--- config.mk ---
export PLATFORM = sky130hd
export DESIGN_NAME = game_flow_ctrl_flat
export DESIGN_NICKNAME = d
export VERILOG_FILES = /design/src/rtl/game_flow_if.sv /design/src/rtl/game_flow_ctrl.sv /design/src/flat_wrapper.sv
export SDC_FILE = /design/constraint.sdc
export NUM_CORES = 1
export LEC_CHECK = 0
export CORE_MARGIN = 1
export CORE_UTILIZATION = 47
export CTS_BUF_LIST = sky130_fd_sc_hd__clkbuf_16
export DETAILED_ROUTE_END_ITERATION = 8
export GPL_TIMING_DRIVEN = 0
export PLACE_DENSITY_LB_ADDON = 0.15
export SYNTH_ARGS = -nofsm -noshare
export SYNTH_HDL_FRONTEND = slang
export SYNTH_SLANG_ARGS = --single-unit
--- constraint.sdc ---
create_clock -name clk -period 2.95 [get_ports clk]
set_input_delay 0.4425 -clock clk [delete_from_list [all_inputs] [get_ports clk]]
set_output_delay 0.4425 -clock clk [all_outputs]
set_load 0.1 [all_outputs]
--- src/rtl/game_flow_if.sv ---
// Bundles the key, collision and position inputs of the game flow controller
// with its state, status and control outputs.
interface game_flow_if #(
    parameter int NUM_LEVELS = 4,
    parameter int NUM_PU     = 3
);
    localparam int LW  = (NUM_LEVELS > 1) ? $clog2(NUM_LEVELS) : 1;
    localparam int PTW = $clog2(NUM_PU + 1);

    logic              startKey;
    logic              pauseKey;
    logic              fireKey;
    logic              rightArrow;
    logic              leftArrow;
    logic              col_player_ball;
    logic              col_rope_ball;
    logic              col_present;
    logic              ballsCleared;
    logic [PTW-1:0]    presentType;
    logic [10:0]       playerX;
    logic [10:0]       ropeTopY;
    logic              secClk;

    logic [2:0]        gameState;
    logic [LW-1:0]     level;
    logic [3:0]        lives;
    logic [11:0]       gameTime;
    logic [NUM_PU-1:0] puActive;
    logic              ropeActive;
    logic [10:0]       ropeX;
    logic              playerMoveRight;
    logic              playerMoveLeft;
    logic              playerReset;
    logic              presentDrop;
    logic              playerVisible;
    logic              ballVisible;
    logic              presentsVisible;
    logic              gameWon;

    modport master (
        output startKey, pauseKey, fireKey, rightArrow, leftArrow,
               col_player_ball, col_rope_ball, col_present, ballsCleared,
               presentType, playerX, ropeTopY, secClk,
        input  gameState, level, lives, gameTime, puActive, ropeActive, ropeX,
               playerMoveRight, playerMoveLeft, playerReset, presentDrop,
               playerVisible, ballVisible, presentsVisible, gameWon
    );

    modport slave (
        input  startKey, pauseKey, fireKey, rightArrow, leftArrow,
               col_player_ball, col_rope_ball, col_present, ballsCleared,
               presentType, playerX, ropeTopY, secClk,
        output gameState, level, lives, gameTime, puActive, ropeActive, ropeX,
               playerMoveRight, playerMoveLeft, playerReset, presentDrop,
               playerVisible, ballVisible, presentsVisible, gameWon
    );
endinterface

--- src/rtl/game_flow_ctrl.sv ---
// Game flow controller: sequences welcome/play/pause/level/game-over, owns lives,
// level, game time, the rope and a bank of timed power-up channels.
module game_flow_ctrl #(
    parameter int INITIAL_LIVES = 3,
    parameter int MAX_LIVES     = 7,
    parameter int NUM_LEVELS    = 4,
    parameter int NUM_PU        = 3,
    parameter int PU_DURATION   = 5,
    parameter int HIT_GRACE     = 3,
    parameter int DROP_PERIOD   = 3
) (
    input  logic         clk,
    input  logic         resetN,
    game_flow_if.slave   bus
);
    localparam int LW    = (NUM_LEVELS > 1) ? $clog2(NUM_LEVELS) : 1;
    localparam int PTW   = $clog2(NUM_PU + 1);
    localparam int TMAX  = (PU_DURATION > HIT_GRACE) ? PU_DURATION : HIT_GRACE;
    localparam int TW    = $clog2(TMAX + 1);
    localparam int DW    = (DROP_PERIOD > 1) ? $clog2(DROP_PERIOD) : 1;

    localparam logic [LW-1:0] LAST_LEVEL = LW'(NUM_LEVELS - 1);
    localparam logic [3:0]    INIT_L     = 4'(INITIAL_LIVES);
    localparam logic [3:0]    MAX_L      = 4'(MAX_LIVES);
    localparam logic [TW-1:0] PU_T       = TW'(PU_DURATION);
    localparam logic [TW-1:0] GRACE_T    = TW'(HIT_GRACE);
    localparam logic [DW-1:0] DROP_LAST  = DW'(DROP_PERIOD - 1);

    typedef enum logic [2:0] {
        S_WELCOME    = 3'd0,
        S_PLAY       = 3'd1,
        S_PAUSE      = 3'd2,
        S_LEVEL_DONE = 3'd3,
        S_GAME_OVER  = 3'd4
    } state_e;

    state_e            state_q, state_d;
    logic [3:0]        lives_q, lives_d;
    logic [LW-1:0]     level_q, level_d;
    logic [11:0]       time_q, time_d;
    logic [DW-1:0]     drop_cnt_q, drop_cnt_d;
    logic [TW-1:0]     timer_q [NUM_PU];
    logic [TW-1:0]     timer_d [NUM_PU];
    logic [NUM_PU-1:0] pu_q, pu_d;
    logic              rope_act_q, rope_act_d;
    logic [10:0]       rope_x_q, rope_x_d;
    logic              won_q, won_d;
    logic              p_reset_q, p_reset_d;
    logic              drop_q, drop_d;
    logic              move_r_q, move_r_d;
    logic              move_l_q, move_l_d;
    logic              vis_q, vis_d;

    logic in_play;
    logic hit;
    logic extra;

    assign in_play = (state_q == S_PLAY);
    // A hit only counts when immortality is not running.
    assign hit     = in_play && bus.col_player_ball && !pu_q[0];
    assign extra   = in_play && bus.col_present && (bus.presentType == '0);

    always_ff @(posedge clk) begin
        if (!resetN) begin
            state_q <= S_WELCOME;
        end else begin
            state_q <= state_d;
        end
    end

    always_comb begin
        state_d = state_q;
        case (state_q)
            S_WELCOME: begin
                if (bus.startKey) state_d = S_PLAY;
            end
            S_PLAY: begin
                if (lives_q == 4'd0)       state_d = S_GAME_OVER;
                else if (bus.ballsCleared) state_d = S_LEVEL_DONE;
                else if (bus.pauseKey)     state_d = S_PAUSE;
            end
            S_PAUSE: begin
                if (bus.pauseKey) state_d = S_PLAY;
            end
            S_LEVEL_DONE: begin
                if (bus.startKey) state_d = (level_q != LAST_LEVEL) ? S_PLAY : S_GAME_OVER;
            end
            S_GAME_OVER: begin
                if (bus.startKey) state_d = S_WELCOME;
            end
            default: state_d = S_WELCOME;
        endcase
    end

    always_comb begin
        lives_d    = lives_q;
        level_d    = level_q;
        time_d     = time_q;
        drop_cnt_d = drop_cnt_q;
        rope_act_d = rope_act_q;
        rope_x_d   = rope_x_q;
        won_d      = won_q;
        p_reset_d  = 1'b0;
        drop_d     = 1'b0;
        move_r_d   = (state_d == S_PLAY) && bus.rightArrow;
        move_l_d   = (state_d == S_PLAY) && bus.leftArrow;
        vis_d      = (state_d == S_PLAY) || (state_d == S_PAUSE);
        for (int k = 0; k < NUM_PU; k++) begin
            timer_d[k] = timer_q[k];
        end

        if (hit && !extra) begin
            lives_d = (lives_q != 4'd0) ? lives_q - 4'd1 : 4'd0;
        end else if (extra && !hit) begin
            lives_d = (lives_q < MAX_L) ? lives_q + 4'd1 : MAX_L;
        end
        p_reset_d = hit;

        // A fresh grant overrides both the rope-hit clear and the per-second decrement.
        for (int k = 0; k < NUM_PU; k++) begin
            if (in_play) begin
                if (bus.col_present && (bus.presentType == PTW'(k + 1))) begin
                    timer_d[k] = PU_T;
                end else if ((k == 0) && hit) begin
                    timer_d[k] = GRACE_T;
                end else if ((k == 1) && bus.col_rope_ball) begin
                    timer_d[k] = '0;
                end else if (bus.secClk && (timer_q[k] != '0)) begin
                    timer_d[k] = timer_q[k] - TW'(1);
                end
            end
        end

        if (in_play) begin
            if (bus.col_rope_ball) begin
                rope_act_d = 1'b0;
            end else if (rope_act_q && (bus.ropeTopY == 11'd0) && !pu_q[1]) begin
                rope_act_d = 1'b0;
            end else if (bus.fireKey && !rope_act_q) begin
                rope_act_d = 1'b1;
                rope_x_d   = bus.playerX;
            end

            if (bus.secClk) begin
                time_d = time_q + 12'd1;
                if (drop_cnt_q == DROP_LAST) begin
                    drop_cnt_d = '0;
                    drop_d     = 1'b1;
                end else begin
                    drop_cnt_d = drop_cnt_q + DW'(1);
                end
            end
        end

        if ((state_q == S_LEVEL_DONE) && (state_d != S_LEVEL_DONE)) begin
            rope_act_d = 1'b0;
            p_reset_d  = 1'b1;
            if (level_q != LAST_LEVEL) level_d = level_q + LW'(1);
            else                       won_d   = 1'b1;
        end

        if (state_d == S_WELCOME) begin
            lives_d    = INIT_L;
            level_d    = '0;
            time_d     = '0;
            won_d      = 1'b0;
            rope_act_d = 1'b0;
            for (int k = 0; k < NUM_PU; k++) begin
                timer_d[k] = '0;
            end
        end

        for (int k = 0; k < NUM_PU; k++) begin
            pu_d[k] = (timer_d[k] != '0);
        end
    end

    always_ff @(posedge clk) begin
        if (!resetN) begin
            lives_q    <= INIT_L;
            level_q    <= '0;
            time_q     <= '0;
            drop_cnt_q <= '0;
            for (int k = 0; k < NUM_PU; k++) begin
                timer_q[k] <= '0;
            end
            pu_q       <= '0;
            rope_act_q <= 1'b0;
            rope_x_q   <= '0;
            won_q      <= 1'b0;
            p_reset_q  <= 1'b0;
            drop_q     <= 1'b0;
            move_r_q   <= 1'b0;
            move_l_q   <= 1'b0;
            vis_q      <= 1'b0;
        end else begin
            lives_q    <= lives_d;
            level_q    <= level_d;
            time_q     <= time_d;
            drop_cnt_q <= drop_cnt_d;
            for (int k = 0; k < NUM_PU; k++) begin
                timer_q[k] <= timer_d[k];
            end
            pu_q       <= pu_d;
            rope_act_q <= rope_act_d;
            rope_x_q   <= rope_x_d;
            won_q      <= won_d;
            p_reset_q  <= p_reset_d;
            drop_q     <= drop_d;
            move_r_q   <= move_r_d;
            move_l_q   <= move_l_d;
            vis_q      <= vis_d;
        end
    end

    assign bus.gameState       = state_q;
    assign bus.level           = level_q;
    assign bus.lives           = lives_q;
    assign bus.gameTime        = time_q;
    assign bus.puActive        = pu_q;
    assign bus.ropeActive      = rope_act_q;
    assign bus.ropeX           = rope_x_q;
    assign bus.playerMoveRight = move_r_q;
    assign bus.playerMoveLeft  = move_l_q;
    assign bus.playerReset     = p_reset_q;
    assign bus.presentDrop     = drop_q;
    assign bus.playerVisible   = vis_q;
    assign bus.ballVisible     = vis_q;
    assign bus.presentsVisible = vis_q;
    assign bus.gameWon         = won_q;
endmodule

--- src/flat_wrapper.sv ---
// flat-port wrapper written by rule: the top's interface ports become plain ports
module game_flow_ctrl_flat 
#(
    parameter int INITIAL_LIVES = 3,
    parameter int MAX_LIVES     = 7,
    parameter int NUM_LEVELS    = 4,
    parameter int NUM_PU        = 3,
    parameter int PU_DURATION   = 5,
    parameter int HIT_GRACE     = 3,
    parameter int DROP_PERIOD   = 3
)
  (clk, resetN, bus_startKey, bus_pauseKey, bus_fireKey, bus_rightArrow, bus_leftArrow, bus_col_player_ball, bus_col_rope_ball, bus_col_present, bus_ballsCleared, bus_presentType, bus_playerX, bus_ropeTopY, bus_secClk, bus_gameState, bus_level, bus_lives, bus_gameTime, bus_puActive, bus_ropeActive, bus_ropeX, bus_playerMoveRight, bus_playerMoveLeft, bus_playerReset, bus_presentDrop, bus_playerVisible, bus_ballVisible, bus_presentsVisible, bus_gameWon);
  game_flow_if #(.NUM_LEVELS(NUM_LEVELS), .NUM_PU(NUM_PU)) bus_i ();
  input  logic clk;
  input  logic resetN;
  input wire logic [$bits(bus_i.startKey)-1:0] bus_startKey;
  input wire logic [$bits(bus_i.pauseKey)-1:0] bus_pauseKey;
  input wire logic [$bits(bus_i.fireKey)-1:0] bus_fireKey;
  input wire logic [$bits(bus_i.rightArrow)-1:0] bus_rightArrow;
  input wire logic [$bits(bus_i.leftArrow)-1:0] bus_leftArrow;
  input wire logic [$bits(bus_i.col_player_ball)-1:0] bus_col_player_ball;
  input wire logic [$bits(bus_i.col_rope_ball)-1:0] bus_col_rope_ball;
  input wire logic [$bits(bus_i.col_present)-1:0] bus_col_present;
  input wire logic [$bits(bus_i.ballsCleared)-1:0] bus_ballsCleared;
  input wire logic [$bits(bus_i.presentType)-1:0] bus_presentType;
  input wire logic [$bits(bus_i.playerX)-1:0] bus_playerX;
  input wire logic [$bits(bus_i.ropeTopY)-1:0] bus_ropeTopY;
  input wire logic [$bits(bus_i.secClk)-1:0] bus_secClk;
  output wire logic [$bits(bus_i.gameState)-1:0] bus_gameState;
  output wire logic [$bits(bus_i.level)-1:0] bus_level;
  output wire logic [$bits(bus_i.lives)-1:0] bus_lives;
  output wire logic [$bits(bus_i.gameTime)-1:0] bus_gameTime;
  output wire logic [$bits(bus_i.puActive)-1:0] bus_puActive;
  output wire logic [$bits(bus_i.ropeActive)-1:0] bus_ropeActive;
  output wire logic [$bits(bus_i.ropeX)-1:0] bus_ropeX;
  output wire logic [$bits(bus_i.playerMoveRight)-1:0] bus_playerMoveRight;
  output wire logic [$bits(bus_i.playerMoveLeft)-1:0] bus_playerMoveLeft;
  output wire logic [$bits(bus_i.playerReset)-1:0] bus_playerReset;
  output wire logic [$bits(bus_i.presentDrop)-1:0] bus_presentDrop;
  output wire logic [$bits(bus_i.playerVisible)-1:0] bus_playerVisible;
  output wire logic [$bits(bus_i.ballVisible)-1:0] bus_ballVisible;
  output wire logic [$bits(bus_i.presentsVisible)-1:0] bus_presentsVisible;
  output wire logic [$bits(bus_i.gameWon)-1:0] bus_gameWon;
  assign bus_i.startKey = bus_startKey;
  assign bus_i.pauseKey = bus_pauseKey;
  assign bus_i.fireKey = bus_fireKey;
  assign bus_i.rightArrow = bus_rightArrow;
  assign bus_i.leftArrow = bus_leftArrow;
  assign bus_i.col_player_ball = bus_col_player_ball;
  assign bus_i.col_rope_ball = bus_col_rope_ball;
  assign bus_i.col_present = bus_col_present;
  assign bus_i.ballsCleared = bus_ballsCleared;
  assign bus_i.presentType = bus_presentType;
  assign bus_i.playerX = bus_playerX;
  assign bus_i.ropeTopY = bus_ropeTopY;
  assign bus_i.secClk = bus_secClk;
  assign bus_gameState = bus_i.gameState;
  assign bus_level = bus_i.level;
  assign bus_lives = bus_i.lives;
  assign bus_gameTime = bus_i.gameTime;
  assign bus_puActive = bus_i.puActive;
  assign bus_ropeActive = bus_i.ropeActive;
  assign bus_ropeX = bus_i.ropeX;
  assign bus_playerMoveRight = bus_i.playerMoveRight;
  assign bus_playerMoveLeft = bus_i.playerMoveLeft;
  assign bus_playerReset = bus_i.playerReset;
  assign bus_presentDrop = bus_i.presentDrop;
  assign bus_playerVisible = bus_i.playerVisible;
  assign bus_ballVisible = bus_i.ballVisible;
  assign bus_presentsVisible = bus_i.presentsVisible;
  assign bus_gameWon = bus_i.gameWon;
  game_flow_ctrl #(.INITIAL_LIVES(INITIAL_LIVES), .MAX_LIVES(MAX_LIVES), .NUM_LEVELS(NUM_LEVELS), .NUM_PU(NUM_PU), .PU_DURATION(PU_DURATION), .HIT_GRACE(HIT_GRACE), .DROP_PERIOD(DROP_PERIOD)) u_core (.clk(clk), .resetN(resetN), .bus(bus_i));
endmodule
==> run summary, run 1 <==
The flow ran to the end, and the final reports show no timing, DRC or antenna violations. During I/O placement, the number of pins put on the boundary was 80. The fraction of registers with async set/reset is 0%. Once the floorplan was initialized, standard cells occupied 49.45% of the core.

The number of antenna diodes in the final layout is 0. The worst setup path is captured at a flop. The hold-critical path depth is 2, and the filler cell count is 422. The via count of the first global-routing pass was 2,274; the combined global-route utilization of all metal layers was 21.27%. The class of the worst hold path is flop to flop.

The cell repeated most along the worst path is nor2_1. For this block, the routed nets add up to 5.788 mm of wire. From synthesis to final layout, the design area changed by 40.69%. Synthesis produced 293 cells. On the final layout, the worst clock skew is 0.003914 ns.

The cell taking the most area after synthesis was dfxtp_1. The run gives 0 as the final count of pins violating max slew. In this run the worst path has a maximum fanout of 10.

In this run the power density over the cells is 535.4 mW/mm^2. The post-route worst hold slack is 0.4692 ns. On the critical path, the stage with the largest delay is an instance of or3b_2. The run gives 0 ns as the total negative setup slack.

The violation count after the first detailed-routing iteration came out at 151. The H-tree generated during clock tree synthesis spans 2 levels. The multi-input combinational cells in the finished layout cover a total of 0.001381 mm^2. For the worst setup path, the data required time is 3.18 ns.

The tools report the core footprint as 0.005205 mm^2. The tools report the endpoint of the most critical register-to-register path as u_core.bus.lives[1]. The maximum single-stage delay on the critical path came out at 0.49 ns.

The signal on the critical path passes through buf_4 -> or3b_2 -> buf_2 -> nor2_1 -> ha_1 -> clkbuf_1 -> nor2_1 -> a21oi_1 -> o2bb2ai_1 -> a221oi_1 -> a211o_1. Row generation in the floorplan step produced 26 rows. In this run the critical register-to-register path is launched from u_core.bus.gameState[0]. The least setup slack across all paths after layout is 0.3422 ns, and the half-perimeter wire length after placement is 4.366 mm. The cell area that synthesis handed to floorplanning was 0.002574 mm^2. The library cells used most frequently in the layout, excluding fill and tap cells, are clkdlybuf4s50_1 (79), dfxtp_1 (52), nor2_1 (51). In this run, synthesis inferred 0 flip-flops with an integrated enable. Across the VDD grid, the largest voltage drop is 0.0004076 V.

The number of design rule violations left after detail routing is 0, and the met3 demand-to-capacity share in global routing is 6.587%. The transition at the pin with the smallest max-transition slack is 0.9892 ns. The worst pin sits at a relative slew slack of 33.84%. The first-pass detailed-route iteration total was 4. For this run, the top clock speed supported by timing is 383.5 MHz. Setup repair after global routing left no endpoint under its margin. Input and output buffers added on the ports amount to 79.

After detailed routing, the number of vias per cell comes to 5.249. The fraction of final layout cells sized beyond drive strength 1 was 6.842%; the die height was 76 um. Setup violations remaining at the end of the flow were counted as 0. The global routing stage identified its most utilized layer as met2.

After layout, the worst path uses 88.40% of the clock period. For the setup slack on the worst flop-to-flop path, the log shows 0.34 ns. The number of warnings reported in the yosys synthesis log came out at 0. Post-layout minimum cycle time: 2.608 ns. The path with the worst hold slack has its endpoint at u_core.bus.presentDrop. The post-synthesis average cell area is 8.784 um^2. The routed layout has 2,362 vias. The first global-routing pass estimated 10.07 mm of wire. The clock tree root driver cell is clkbuf_16.

The design area is 0.003621 mm^2. Leaving out fill and tap cells, the most frequent cell in the layout is clkdlybuf4s50_1. Global routing consumed, on the met1 layer, 26.20% of the routing resources. The netlist uses 49 different library cells.

The number of maximum-capacitance violations was 0; the latest clock arrival within the worst-skew pair was 0.28 ns. STA classifies the critical path startpoint as a flop. Counting cells, the worst reg-to-reg path comes to 11. Area of all sequential standard cells: 0.001062 mm^2.

Count of state elements after synthesis: 53. The run gives 17 as the maximum number of pins on one net before global-route repair. Summed over all cells, the static leakage comes to 1.440 nW.

The width of the die was 76 um. Summed over all layers, the global routing overflow is 0. TritonCTS built the clock tree.

For this design, the CTS-stage hold fixing added 0 buffers. The tree built by TritonCTS fans out to 53 sinks. The number of antenna violations at the first check in global routing came out at 0. Post-CTS repair changed the size of 0 cells. Once layout is complete, the utilization of the core stands at 69.57%. After detailed routing, the average wire length per cell comes to 12.86 um. TritonCTS created 5 clock buffers. At the worst endpoint, the arrival time is 2.84 ns. Predominant post-synthesis flop cell: dfxtp_1. The worst hold path begins at u_core.drop_cnt_q[1]. The run gives 41.23% as the proportion of synthesized chip area in sequential cells. The floorplan step defined a die boundary enclosing 0.005776 mm^2.

Before CTS, the worst setup slack after placement is 0.4159 ns. Final-stage net count: 426. The worst setup path is of the flop to flop kind. In this run the biggest area consumer among cell types represents 41.23% of the synthesized area. The number of buffers on the longest clock path came out at 2. The cell area after placement came out at 0.003453 mm^2. The count of antenna-violating nets left after detailed routing is 0.

The tools report the final RePlAce weighted congestion as 0.7796. Synthesis produced a netlist with a net count of 340. Yosys attributes the largest share of cell area to dfxtp_1 (41%), nor2_1 (7.4%), ha_1 (5.3%), mux2i_1 (4.7%), a21oi_1 (3.1%). The met2 global-route usage was 36.45%. The buffer count from post-CTS setup fixing came out at 0.

The count of final hold-check violations was 0; the clock slew seen by the registers of the worst setup and hold paths was 0.07 ns.
power by group:
| group | internal, mW | switching [mW] | total [mW] |
|---|---|---|---|
| Sequential | 0.743 | 0.0234 | 0.767 |
| Combinational | 0.174 | 0.350 | 0.524 |
| Clock | 0.399 | 0.249 | 0.648 |
| Total | 1.32 | 0.623 | 1.94 |
layout make-up:
type                       count  share of cell area (%)
clock buffer                   5                   3.455
multi-input combinational    213                   38.15
inverter                      15                   1.555
sequential                    53                   29.34
clock inverter                 3                   1.175
tap                           70                   2.419
timing repair buffer          79                   21.84
buffer                        12                   2.073
synthesized netlist by cell type (4+ instances only):
cell type / count
dfxtp_1: 53
nor2_1: 51
nand2_1: 21
a21oi_1: 16
inv_1: 15
mux2i_1: 12
ha_1: 11
nand3_1: 9
nor3_1: 7
xnor2_1: 7
xor2_1: 7
o21ai_0: 6
and2_1: 5
buf_4: 5
a221oi_1: 4
a31oi_1: 4
and3_1: 4
nor2b_1: 4
metrics by stage:
stage	instances	total power, mW
detailed placement	442	1.304
global placement	442	1.298
global route	450	2.028
CTS	450	1.951
floorplan	293	1.158
finish	450	1.939
registers in the layout (all words and copies together) (netlist names), 2 cells and up:
signal	cells
u_core.bus.ropeX	11
u_core.bus.gameState	3
u_core.drop_cnt_q	2
u_core.bus.gameTime	12
u_core.bus.lives	4
u_core.bus.puActive	3
u_core.bus.level	2
u_core.timer_q	9
critical path, delay by kind of cell (launching register included):
kind | cells | cell delay (ns)
buffers and inverters | 3 | 0.66
AO/OA/AOI/OAI | 4 | 0.60
AND/OR/NAND/NOR | 3 | 0.77
adder cells (fa/ha/maj) | 1 | 0.17
flip-flops | 1 | 0.35
worst max-delay path by stage:
stage | end | slack (ns) | startpoint | cells after the start
after detailed placement | u_core.bus.lives[1] | 0.42 | u_core.bus.gameState[0] | 11
final | u_core.bus.lives[1] | 0.34 | u_core.bus.gameState[0] | 11
after floorplan | u_core.bus.lives[1] | 0.21 | u_core.bus.gameState[0] | 11
after CTS | u_core.bus.lives[1] | 0.40 | u_core.bus.gameState[0] | 11
after global routing | u_core.bus.lives[1] | 0.12 | u_core.bus.gameState[0] | 11
after global placement | u_core.bus.lives[1] | 0.45 | u_core.bus.gameState[0] | 11
cells by family (layout without fill, tap and decap cells):
| logic type | after synthesis | count (layout) | synth area share [%] |
|---|---|---|---|
| AO/OA/AOI/OAI | 50 | 50 | 14.24 |
| XOR/XNOR | 14 | 14 | 4.764 |
| buffers and inverters | 27 | 114 | 5.104 |
| adder cells (fa/ha/maj) | 11 | 11 | 5.348 |
| flip-flops | 53 | 53 | 41.23 |
| multiplexers | 13 | 13 | 5.105 |
| AND/OR/NAND/NOR | 125 | 125 | 24.21 |
routing by layer:
| layer | wire length, um | vias up |
|---|---|---|
| met2 | 2715 | 79 |
| met3 | 468 | 2 |
| li1 | - | 1186 |
| met1 | 2583 | 1095 |
| met5 | 0 | - |
| met4 | 21 | 0 |
No activity file was read; power rests on OpenSTA's default activity.
==> run 2, diff against run 1 <==
PLACE_DENSITY_LB_ADDON = 0.12   (was 0.15)
==> run 2 against run 1 <==
Clock-buffer cell count unchanged; wire length up 1.2%; critical endpoint unchanged; flip-flop and latch count unchanged; clock skew up 0.0012 ns; clock power down 13%; global-route usage down 0.99 points; cell area down 0.69%; combinational power about the same; register-to-register slack worse by 0.02 ns; hold slack worse by 0.00059 ns; setup slack worse by 0.018 ns; first-iteration DRC count down 36%.
==> run summary, run 2 (synthesized netlist as in run 1, its figures left out) <==
The flow ran to the end, and the final reports show no timing, DRC or antenna violations. The count of buffers added on input and output ports is 79. For the vias after detailed routing, the log shows 2,351.

The maximum operating frequency came out at 380.9 MHz. The half-perimeter wire length after placement is 4.470 mm. The critical path launch point type is a flop.

Combined global-route utilization of all metal layers: 20.28%. The final count of pins violating max slew was 0. The tools report the final RePlAce weighted congestion as 0.8346.

Max-cap violations in this run came to 0. Along the worst hold path, the cell count comes to 2. Measured against its own limit, the worst slew margin works out to 33.32%. After clock tree synthesis, the clock-pin slew on the worst setup and hold paths is 0.07 ns. The worst path needs 2.625 ns of the cycle, external delays included. Leaving out fill and tap cells, the most frequent cell in the layout is clkdlybuf4s50_1. The number of flip-flops under the largest register name was 12; the final-stage net count was 426. In this run the static leakage power is 1.430 nW. For the total negative setup slack, the log shows 0 ns. Setup violations remaining at the end of the flow were counted as 0.

The power density over the cells was 516.0 mW/mm^2; the largest vdd supply drop was 0.0005108 V. The run gives 0 as the number of gates resized after CTS. In the layout the commonest cells are clkdlybuf4s50_1 (79), dfxtp_1 (52), nor2_1 (51).

The first-pass GRT wire length came out at 9.446 mm. The number of hold buffers added after cts is 0. The average vias per placed instance came out at 5.224. The tools report the count of final hold-check violations as 0.

For this run the aggregate overflow at the end of global routing stands at 0. Dividing the final minimum period by the clock period gives 89.00%. Entering global routing, the biggest net connects 17 pins.

The die covers 0.005776 mm^2. In the final routed layout, each cell accounts on average for 13.01 um. The endpoint of the most critical register-to-register path was u_core.bus.lives[1].

For this configuration, the core starts out at a cell density of 49.45%. The tightest min-delay check is of the flop to flop type. The number of antenna diodes in the final layout is 0. TritonCTS built the clock tree. The number of antenna violations at the first check in global routing was 0; the width of the die was 76 um. CTS built an H-tree with a depth of 2. The tools report the setup slack on the worst flop-to-flop path as 0.32 ns.

The violation count after the first detailed-routing iteration is 96. The clock reaches the later pin of the worst-skew pair after 0.29 ns. The count of antenna-violating nets left after detailed routing came out at 0.

The tools report the nature of the critical path endpoint as a flop. For hold timing, the worst endpoint is u_core.bus.presentDrop. Counting cells, the worst reg-to-reg path comes to 11.

Total power for the finished layout comes to 1.856 mW. The maximum clock skew at final layout is 0.005124 ns, and the wire length reported by the detailed router is 5.855 mm. The count of boundary I/O pins was 80; the critical path data arrival time was 2.86 ns.

In this run the worst path has a maximum fanout of 10. The tools report the via count of the first global-routing pass as 2,174. The tools report the core footprint as 0.005205 mm^2.

The number of buffers on the longest clock path was 2. Launch point of the worst hold path: u_core.drop_cnt_q[1]. After detailed routing, the number of remaining DRC violations is 0. The area growth from synthesis to layout is 39.72%, and the buffer count from post-CTS setup fixing is 0.

The floorplan step set the die height to 76 um. The worst register-to-register path begins at u_core.bus.gameState[0]. Setup repair after global routing left no endpoint under its margin. The worst setup path is of the flop to flop kind.

In this run, CTS created clock tree buffers numbering 5. Of the cells placed in the final design, the portion with a size suffix greater than 1 is 6.842%. The tree is rooted in a clkbuf_16. The floorplan has 26 rows. The first-pass detailed-route iteration total was 4.

The clock drives 53 sinks. For the pin with the worst max-slew slack, the measured transition is 0.9970 ns. For the worst setup path, the data required time is 3.18 ns.
[run 2: worst max-delay path by stage]
stage / start / end / slack, ns / cells after the start
2_1_floorplan: u_core.bus.gameState[0] / u_core.bus.lives[1] / 0.21 / 11
3_3_place_gp: u_core.bus.gameState[0] / u_core.bus.lives[1] / 0.39 / 11
3_5_place_dp: u_core.bus.gameState[0] / u_core.bus.lives[1] / 0.33 / 11
4_1_cts: u_core.bus.gameState[0] / u_core.bus.lives[1] / 0.32 / 11
5_1_grt: u_core.bus.gameState[0] / u_core.bus.lives[1] / 0.18 / 11
6_report: u_core.bus.gameState[0] / u_core.bus.lives[1] / 0.32 / 11
[run 2: area by class of cell]
class | count | area [um^2]
plain buffers | 12 | 75.07
clock buffers | 5 | 125.1
clock inverters | 3 | 17.52
fillers | 448 | 1609
inverters | 15 | 56.30
multi-input cells | 213 | 1381
flip-flops and latches | 53 | 1062
well taps | 70 | 87.58
repair buffers | 79 | 790.8
[run 2: report_power, final]
part           switching (mW)  internal [mW]  leakage (nW)
registers              0.0231          0.743         0.429
clock network           0.252          0.313        0.0754
logic                   0.350          0.174         0.926
[run 2: through the flow]
stage | cell area, um^2 | hold WS (ns) | setup WS, ns | instances | utilization, %
2_1_floorplan | 2575 | 0.4410 | 0.2051 | 293 | -
3_3_place_gp | 3453 | 0.4529 | 0.3923 | 442 | 66.35
3_5_place_dp | 3453 | 0.4626 | 0.3346 | 442 | 66.35
4_1_cts | 3596 | 0.4733 | 0.3230 | 450 | 69.09
5_1_grt | 3596 | 0.4926 | 0.1828 | 450 | 69.09
6_report | 3596 | 0.4686 | 0.3246 | 450 | 69.09
[run 2: layer usage]
metal  vias up  GRT usage [%]  wire length [um]
met1      1108          23.30              2648
met2        57          36.91              2877
met3         5          5.150               283
li1       1181              -                 -
met5         -              0                 0
met4         0          5.962                46
[run 2: critical path, stage by stage, from the launching register on]
cell and delay, ns:
dfxtp_2 0.35, buf_4 0.16, or3b_2 0.49, buf_2 0.20, nor2_1 0.19, ha_1 0.17, clkbuf_1 0.27, nor2_1 0.10
a21oi_1 0.12, o2bb2ai_1 0.08, a221oi_1 0.29, a211o_1 0.14
==> run 3, diff against run 2 <==
==> constraint.sdc (replaced) <==
create_clock -name clk -period 2.95 [get_ports clk]
set_input_delay 0.59 -clock clk [delete_from_list [all_inputs] [get_ports clk]]
set_output_delay 0.59 -clock clk [all_outputs]
set_load 0.1 [all_outputs]
==> results of run 3 <==
Same layout as run 2 (identical final DEF). Status: complete, no violations.
Among the figures that moved: setup slack after layout 0.3246 ns -> 0.3101 ns; start point of the critical path u_core.bus.gameState[0] -> u_core.bus.gameState[2]; end point of the critical path u_core.bus.lives[1] -> bus_gameState[2]
